===== config.mk =====
export PLATFORM = sky130hd
export DESIGN_NAME = udp_tx_scheduler
export DESIGN_NICKNAME = d
export VERILOG_FILES = /design/src/rtl/udp_pkg.sv /design/src/rtl/rr_arbiter_2.sv /design/src/rtl/udp_tx_scheduler.sv
export SDC_FILE = /design/constraint.sdc
export NUM_CORES = 1
export LEC_CHECK = 0
export ABC_CLOCK_PERIOD_IN_PS = 3200
export BUFFER_PORTS_ARGS = -buffer_cell sky130_fd_sc_hd__buf_2
export CAP_MARGIN = 20
export CORE_ASPECT_RATIO = 1.4
export CORE_MARGIN = 3
export CORE_UTILIZATION = 35
export CTS_BUF_LIST = sky130_fd_sc_hd__clkbuf_8
export DETAILED_ROUTE_END_ITERATION = 10
export HOLD_SLACK_MARGIN = 0.15
export PLACE_DENSITY = 0.6
export SYNTH_ARGS = -nofsm -noshare
export SYNTH_HDL_FRONTEND = slang
export SYNTH_HIERARCHICAL = 1
export SYNTH_SLANG_ARGS = --single-unit

===== constraint.sdc =====
create_clock -name clk -period 3.2 [get_ports clk]
set_clock_uncertainty 0.2 [all_clocks]
set_input_delay 0.32 -clock clk [delete_from_list [all_inputs] [get_ports clk]]
set_output_delay 0.32 -clock clk [all_outputs]
set_load 0.05 [all_outputs]

===== src/rtl/udp_pkg.sv =====
// Shared UDP framing constants, default ports and scheduler state encoding.
// Also used by the UDP sender so both sides agree on header size and limits.
package udp_pkg;

    localparam int UDP_HDR_LEN      = 8;
    localparam int UDP_MAX_PAYLOAD  = 1472;
    localparam int UDP_DEF_SRC_PORT = 5000;
    localparam int UDP_DEF_DST0     = 5001;
    localparam int UDP_DEF_DST1     = 5002;

    typedef enum logic [1:0] {
        ST_IDLE,
        ST_LAUNCH,
        ST_SEND,
        ST_GAP
    } tx_state_e;

    function automatic logic [15:0] udp_len(input logic [10:0] payload);
        return 16'(payload) + 16'(UDP_HDR_LEN);
    endfunction

    function automatic logic len_ok(input logic [10:0] payload);
        return payload <= 11'(UDP_MAX_PAYLOAD);
    endfunction

endpackage


===== src/rtl/rr_arbiter_2.sv =====
// Two-way round-robin arbiter; the pointer only moves when a grant is taken.
// Grant is combinational so the scheduler can register it with the header.
module rr_arbiter_2 (
    input  logic       clk,
    input  logic       rst_n,
    input  logic [1:0] req,
    input  logic       advance,
    output logic [1:0] grant
);

    // set when channel 1 was granted last, giving channel 0 priority
    logic last_ch1;

    always_comb begin
        grant = req;
        if (req == 2'b11) begin
            grant = last_ch1 ? 2'b01 : 2'b10;
        end
    end

    always_ff @(posedge clk) begin
        if (!rst_n) begin
            last_ch1 <= 1'b1;
        end else if (advance && (grant != 2'b00)) begin
            last_ch1 <= grant[1];
        end
    end

endmodule


===== src/rtl/udp_tx_scheduler.sv =====
// Schedules UDP frames from two channels onto one sender with an
// inter-frame gap, length checking and a sender response timeout.
module udp_tx_scheduler
    import udp_pkg::*;
#(
    parameter int unsigned SRC_PORT       = UDP_DEF_SRC_PORT,
    parameter int unsigned DST_PORT0      = UDP_DEF_DST0,
    parameter int unsigned DST_PORT1      = UDP_DEF_DST1,
    parameter int unsigned IFG_CYCLES     = 12,
    parameter int unsigned TIMEOUT_CYCLES = 256
) (
    input  logic        clk,
    input  logic        rst_n,
    input  logic [1:0]  req,
    input  logic [10:0] len0,
    input  logic [10:0] len1,
    output logic [1:0]  grant,
    output logic [1:0]  done,
    output logic        err,
    output logic        tx_start,
    output logic [15:0] tx_src_port,
    output logic [15:0] tx_dst_port,
    output logic [15:0] tx_len,
    input  logic        tx_valid
);

    localparam logic [15:0] TO_LAST  = 16'(TIMEOUT_CYCLES - 1);
    localparam logic [7:0]  GAP_LAST = 8'(IFG_CYCLES - 1);

    tx_state_e   state;
    logic [1:0]  owner;
    logic [15:0] tcnt;
    logic [7:0]  gcnt;

    logic [1:0]  arb_gnt;
    logic        advance;
    logic [10:0] sel_len;

    assign advance = (state == ST_IDLE) && (req != 2'b00);
    assign sel_len = arb_gnt[1] ? len1 : len0;

    rr_arbiter_2 u_arb (
        .clk     (clk),
        .rst_n   (rst_n),
        .req     (req),
        .advance (advance),
        .grant   (arb_gnt)
    );

    always_ff @(posedge clk) begin
        if (!rst_n) begin
            state       <= ST_IDLE;
            owner       <= 2'b00;
            tcnt        <= '0;
            gcnt        <= '0;
            grant       <= 2'b00;
            done        <= 2'b00;
            err         <= 1'b0;
            tx_start    <= 1'b0;
            tx_src_port <= '0;
            tx_dst_port <= '0;
            tx_len      <= '0;
        end else begin
            grant <= 2'b00;
            done  <= 2'b00;
            err   <= 1'b0;
            case (state)
                ST_IDLE: begin
                    if (advance) begin
                        grant <= arb_gnt;
                        owner <= arb_gnt;
                        tcnt  <= '0;
                        gcnt  <= '0;
                        if (len_ok(sel_len)) begin
                            tx_start    <= 1'b1;
                            tx_len      <= udp_len(sel_len);
                            tx_src_port <= 16'(SRC_PORT);
                            tx_dst_port <= arb_gnt[1] ? 16'(DST_PORT1)
                                                      : 16'(DST_PORT0);
                            state       <= ST_LAUNCH;
                        end else begin
                            // oversize payload: consume the request, send nothing
                            err   <= 1'b1;
                            state <= ST_GAP;
                        end
                    end
                end
                ST_LAUNCH: begin
                    if (tx_valid) begin
                        state <= ST_SEND;
                    end else if (tcnt >= TO_LAST) begin
                        tx_start <= 1'b0;
                        err      <= 1'b1;
                        done     <= owner;
                        state    <= ST_GAP;
                    end else begin
                        tcnt <= tcnt + 16'd1;
                    end
                end
                ST_SEND: begin
                    if (!tx_valid) begin
                        tx_start <= 1'b0;
                        done     <= owner;
                        state    <= ST_GAP;
                    end
                end
                ST_GAP: begin
                    if (gcnt >= GAP_LAST) begin
                        state <= ST_IDLE;
                    end else begin
                        gcnt <= gcnt + 8'd1;
                    end
                end
                default: state <= ST_IDLE;
            endcase
        end
    end

endmodule


==> qor.csv, run 1 <==
stage,metric,value,unit
run_status,status,"complete, no violations",
clocking,postCtsSetupRepairBufs,0,
detailed_routing,wl,5750,um
floorplanning,dieArea,8840,um^2
power,ir_drop,0.409,mV
detailed_routing,antenna_left,0,
detailed_routing,drc_errors,0,
clocking,cts_tree,yes,
worst_setup_path,endpoint_kind,flop,
synthesis,yosys.area.top_type_share,37.0,%
finish,final_nets,392,
global_route,grt_pass1_wl,9890,um
clocking,clkTransAtPathRegs,0.09,ns
floorplanning,initial_utilization,36.3,%
timing,hold_ws,0.176,ns
detailed_routing,viasPerCell,4.96,
worst_setup_path,start_kind,flop,
global_route,grt_pass1_vias,2146,
job,maxCapViolCount,0,
synthesis,ys_warn_count,6,
finish,n_fill_cell,760,
timing,fin_crit_sh,77.2,%
synthesis,synth-seq-area-share,37.0,%
synthesis,async_flop_share,0,%
synthesis,ys_top_cells_by_area,"dfxtp_1, buf_4, a21oi_1, mux2i_1, ha_1",
clocking,cts_hold_buf,1,
hold_path,hp-class,in2reg,
synthesis,yosysMostFrequentCell,dfxtp_1,
floorplanning,die_h,110,um
timing,tightest_slew,0.642,ns
worst_setup_path,arrival,2.42,ns
finish,multi_input_area,1450,um^2
hold_path,min_path_cells,3,
worst_setup_path,rr_worst_depth,7,
synthesis,syn_inst,311,
finish,syn2layout_area_growth,11.3,%
power,p_per_area,720,nW/um^2
detailed_routing,drt_iter0_drc,102,
timing,fmax,405,MHz
synthesis,synth_edf_count,0,
power,leakage,1.29,nW
worst_setup_path,worstSetupPathType,reg2reg,
timing,period_minus_slack,2.47,ns
clocking,cts.sinks,50,
global_route,grt_use_total,13.7,%
timing,slew_viol_final,0,
place,gp_congestion,0.810,
worst_setup_path,worstPathMaxFanout,23,
clocking,cts_made_buffers,5,
timing,hold_viol,0,
synthesis,synth_seq_cells,50,
synthesis,synth_commonest_cells,"dfxtp_1, buf_4, a21oi_1, nor2_1, nand2_1",
timing,setup_violations,0,
synthesis,netlist_area,2710,um^2
clocking,clock_path_buffers,2,
place,io_buffers,56,
clocking,clk_latency,0.29,ns
global_route,antenna_found_initial,0,
timing,rsz0062_at_grt,false,
finish,regArea,1000,um^2
floorplanning,die_w,80.3,um
global_route,grt_max_degree,24,
detailed_routing,routedWlPerCell,12.6,um
detailed_routing,via_count,2259,
floorplanning,rows,37,
worst_setup_path,required,3.15,ns
global_route,overflow,0,
synthesis,yosysUniqueCellTypes,53,
place,hpwl,4360,um
finish,drive_gt1_share,22.6,%
synthesis,ys.flop_type,dfxtp_1,
finish,diodes,0,
clocking,post_cts_resized,0,
clocking,clockRootBuffer,clkbuf_8,
detailed_routing,first_pass_iters,4,
timing,tns,0,ns
synthesis,yosysTopAreaCell,dfxtp_1,
clocking,htreeDepth,2,
synthesis,syn_area_per_cell,8.71,um^2
floorplanning,ios,81,
timing,maxSlewHeadroom,57.1,%
floorplanning,coreArea,7450,um^2
-- path summary, 6_finish.rpt --
kind                          startpoint                          end  slack [ns]
max          u_arb/last_ch1$_SDFFE_PN1P_       tx_len[2]$_SDFFE_PN0P_        0.73
min                               req[1]  u_arb/last_ch1$_SDFFE_PN1P_        0.18
max reg2reg  u_arb/last_ch1$_SDFFE_PN1P_       tx_len[2]$_SDFFE_PN0P_        0.73
min reg2reg      tx_len[11]$_SDFFE_PN0P_      tx_len[11]$_SDFFE_PN0P_        0.23
-- placed cells by master (no fill, tap or decap), types with 7 or more instances in the layout --
cell / count
a21oi_1: 31
and2_1: 7
buf_2: 56
conb_1: 24
dfxtp_1: 50
ha_1: 7
inv_1: 12
mux2i_1: 13
nand2_1: 15
nand3_1: 13
nor2_1: 19
o21ai_0: 11
o21ai_1: 9
-- state kept, by name, summed over array words and instances (netlist names) --
register,cells
state,2
owner,2
tx_len,12
err,1
gcnt,8
tx_src_port,1
tx_dst_port,2
grant,2
tx_start,1
tcnt,16
done,2
u_arb/last_ch1,1
-- power by group --
group	leakage (nW)	switching (mW)	internal (mW)
Combinational	0.840	0.776	0.303
Sequential	0.407	0.0575	0.703
Clock	0.0466	0.187	0.145
-- cells by family after synthesis --
logic type / share of synthesized area, %
compound gates: 19.6
fa+ha+maj: 3.23
flops: 37.0
xor+xnor: 2.26
simple gates: 19.2
other cells: 0.138
mux: 5.64
buf+inv: 12.9
-- per-layer routing --
layer	part of all wire, %	global-route usage (%)	up-vias
li1	-	-	1152
met1	44	17.1	1043
met2	50	24.2	58
met3	4.7	2.28	6
met4	1.2	3.38	0
met5	0	0	-
-- worst max-delay path: stages, from the launching register on --
cell and delay [ns]:
dfxtp_1 0.35, a21boi_2 0.12, buf_4 0.30, nand4_1 0.17, and2_1 0.21, o311a_1 0.52, nor2_1 0.33, a211oi_1 0.12
-- area by class of cell --
type,count,area share (%)
clock buffers,5,2.28
multi-input cells,228,48.0
flip-flops and latches,50,33.2
clock inverters,2,0.249
well taps,97,4.03
repair buffers,62,10.9
inverters,11,1.37
-- per-stage QoR --
step	total power, mW	cell area (um^2)	setup WS, ns	instances	util, %
final	2.17	3010	0.729	455	40.4
after global routing	2.32	3010	0.482	455	40.4
after floorplan	1.69	2790	0.840	334	-
after detailed placement	1.86	2930	0.549	447	39.3
after global placement	1.85	2930	0.611	447	39.3
after CTS	2.20	3010	0.710	455	40.4
Note: power is estimated with default switching activity, not from simulation.
==> run 2, diff against run 1 <==
--- a/config.mk
+++ b/config.mk
@@ -5,7 +5,8 @@
 export SDC_FILE = /design/constraint.sdc
 export NUM_CORES = 1
 export LEC_CHECK = 0
-export ABC_CLOCK_PERIOD_IN_PS = 3200
+export ABC_AREA = 1
+export ABC_CLOCK_PERIOD_IN_PS = 2300
 export BUFFER_PORTS_ARGS = -buffer_cell sky130_fd_sc_hd__buf_2
 export CAP_MARGIN = 20
 export CORE_ASPECT_RATIO = 1.4
@@ -14,7 +15,7 @@
 export CTS_BUF_LIST = sky130_fd_sc_hd__clkbuf_8
 export DETAILED_ROUTE_END_ITERATION = 10
 export HOLD_SLACK_MARGIN = 0.15
-export PLACE_DENSITY = 0.6
+export PLACE_DENSITY = 0.59
 export SYNTH_ARGS = -nofsm -noshare
 export SYNTH_HDL_FRONTEND = slang
 export SYNTH_HIERARCHICAL = 1
==> constraint.sdc (replaced) <==
create_clock -name clk -period 2.3 [get_ports clk]
set_clock_uncertainty 0.2 [all_clocks]
set_input_delay 0.23 -clock clk [delete_from_list [all_inputs] [get_ports clk]]
set_output_delay 0.23 -clock clk [all_outputs]
set_load 0.05 [all_outputs]
==> run 2 against run 1 <==
Flip-flop and latch count unchanged. Routed wire length increased by 8.2%. First-iteration DRC count decreased by 26%. Total power increased by 58%. Critical path type unchanged.
==> qor.csv, run 2 <==
stage,metric,value,unit
power,leakage,1.70,nW
detailed_routing,viasPerCell,4.40,
synthesis,yosysUniqueCellTypes,29,
synthesis,yosysMostFrequentCell,nand2_1,
floorplanning,coreArea,7850,um^2
finish,fin_util,41.9,%
clocking,htreeDepth,2,
worst_setup_path,start_kind,flop,
timing,tns,0,ns
detailed_routing,routedWlPerCell,10.5,um
detailed_routing,drt_iter0_drc,75,
timing,hold_ws,0.195,ns
synthesis,async_flop_share,0,%
place,hpwl,4910,um
place,gp_congestion,0.835,
power,swShare,49.0,%
finish,layout_common_cells,"nand2_1, nor2_1, buf_2, inv_1, dfxtp_1",
worst_setup_path,arrival,2.15,ns
global_route,grt_pass1_vias,2503,
global_route,antenna_found_initial,0,
place,placed_cell_area,3120,um^2
timing,rsz0062_at_grt,false,
floorplanning,die_w,82.2,um
timing,setup_ws,0.146,ns
finish,regArea,1000,um^2
synthesis,ys_warn_count,6,
job,maxCapViolCount,0,
global_route,grt_max_degree,22,
detailed_routing,antenna_left,0,
worst_setup_path,worstPathMaxFanout,9,
synthesis,synth_commonest_cells,"nand2_1, nor2_1, inv_1, dfxtp_1, buf_4",
finish,final_nets,525,
worst_setup_path,regToRegSetupSlack,0.15,ns
timing,fmax,464,MHz
power,ir_drop,0.490,mV
global_route,grt_use_total,14.2,%
clocking,cts_made_buffers,5,
floorplanning,dieArea,9260,um^2
detailed_routing,first_pass_iters,4,
floorplanning,rows,38,
synthesis,syn_inst,428,
clocking,cts.sinks,50,
power,p_per_area,1040,nW/um^2
run_status,status,"complete, no violations",
timing,fin_crit_sh,93.6,%
floorplanning,initial_utilization,36.3,%
clocking,clk_latency,0.30,ns
clocking,cts_tree,yes,
worst_setup_path,endpoint_kind,flop,
finish,reg.largest.list,"tcnt x16, tx_len x12, gcnt x8",
hold_path,hp-class,in2reg,
synthesis,ys.flop_type,dfxtp_1,
detailed_routing,via_count,2603,
synthesis,synth-seq-area-share,35.2,%
worst_setup_path,required,2.29,ns
global_route,overflow,0,
synthesis,yosysTopAreaCell,dfxtp_1,
finish,drive_gt1_share,19.1,%
floorplanning,ios,81,
synthesis,synth_seq_cells,50,
synthesis,netlist_area,2840,um^2
place,dp_slack,-0.104,ns
clocking,clockRootBuffer,clkbuf_8,
floorplanning,die_h,113,um
synthesis,synth_edf_count,0,
detailed_routing,wl,6220,um
finish,top_register,tcnt,
place,io_buffers,56,
timing,hold_viol,0,
timing,setup_violations,0,
finish,n_fill_cell,878,
timing,period_minus_slack,2.15,ns
worst_setup_path,worstSetupPathType,reg2reg,
finish,design_area,3290,um^2
worst_setup_path,rr_worst_depth,8,
power,clock_power_share,15.1,%
synthesis,syn_area_per_cell,6.64,um^2
synthesis,ys_top_cells_by_area,"dfxtp_1, nand2_1, buf_4, nor2_1, inv_1",
finish,multi_input_area,1410,um^2
finish,final_common_cell,nand2_1,
power,p_int,1.75,mW
global_route,grt_pass1_wl,10500,um
power,p_seq_share,33.2,%
finish,syn2layout_area_growth,15.6,%
finish,diodes,0,
timing,slew_viol_final,0,
clocking,clkTransAtPathRegs,0.09,ns
hold_path,min_path_cells,7,
detailed_routing,drc_errors,0,
synthesis,yosys.area.top_type_share,35.2,%
power,pwr-share-comb,51.7,%
clocking,clock_path_buffers,2,
finish,largest_register_ffs,16,
power,p_sw,1.68,mW
-- run 2: routing by layer --
layer  GRT usage (%)  up-vias  routed length [um]
met1            15.1     1143                2560
met3            3.13        9                 321
met4            6.43        0                 117
li1                -     1389                   -
met5               0        -                   0
met2            25.6       62                3220
-- run 2: layout make-up --
class,count,area share [%]
Clock buffer,6,2.51
Clock inverter,2,0.266
Inverter,57,6.66
Multi-Input combinational cell,301,42.8
Sequential cell,50,30.4
Tap cell,100,3.81
Timing Repair Buffer,76,13.5
-- run 2: what timing repair did --
item | 4_1_cts | 5_1_grt
hold buffers | 6 | 0
pin swaps | 0 | 0
buffers inserted | 0 | 1
endpoints found under the setup margin | 12 | 15
gates resized for setup | 1 | 4
endpoints found under the hold margin | 6 | 0
-- run 2: worst max-delay path, stage by stage (launching register included) --
cell,delay [ns]
dfxtp_1,0.42
inv_1,0.09
ha_2,0.23
inv_1,0.14
a21oi_2,0.05
buf_4,0.16
nand3_1,0.09
dlygate4sd3_1,0.58
nand3_2,0.07
-- run 2: path summary, 6_finish.rpt --
| path | endpoint | startpoint |
|---|---|---|
| setup / recovery | u_arb/last_ch1$_SDFFE_PN1P_ | state[0]$_SDFFE_PN0P_ |
| hold / removal | tx_len[1]$_SDFFE_PN0P_ | len1[1] |
| setup reg to reg | u_arb/last_ch1$_SDFFE_PN1P_ | state[0]$_SDFFE_PN0P_ |
| hold reg to reg | tcnt[12]$_SDFFE_PN0P_ | tcnt[12]$_SDFFE_PN0P_ |
-- run 2: kinds of logic after synthesis --
| family | synth area share [%] |
|---|---|
| AOI/OAI and AO/OA | 6.38 |
| DFF | 35.2 |
| adders and majority gates | 3.08 |
| other | 0.132 |
| buffers and inverters | 18.6 |
| xor gates and xnor gates | 2.16 |
| and+or+nand+nor | 34.5 |
-- run 2: through the flow --
| stage | std cells | power, mW |
|---|---|---|
| after floorplan | 451 | 2.59 |
| after global placement | 577 | 2.89 |
| after detailed placement | 577 | 2.90 |
| after CTS | 591 | 3.44 |
| after global routing | 592 | 3.70 |
| final | 592 | 3.42 |
-- run 2: power groups by stage --
stage | registers [mW] | clock network (mW) | logic (mW)
CTS | 1.14 | 0.539 | 1.76
floorplan | 1.46 | 0 | 1.13
detailed placement | 1.16 | 0 | 1.74
finish | 1.14 | 0.517 | 1.77
global route | 1.16 | 0.574 | 1.97
global placement | 1.16 | 0 | 1.73
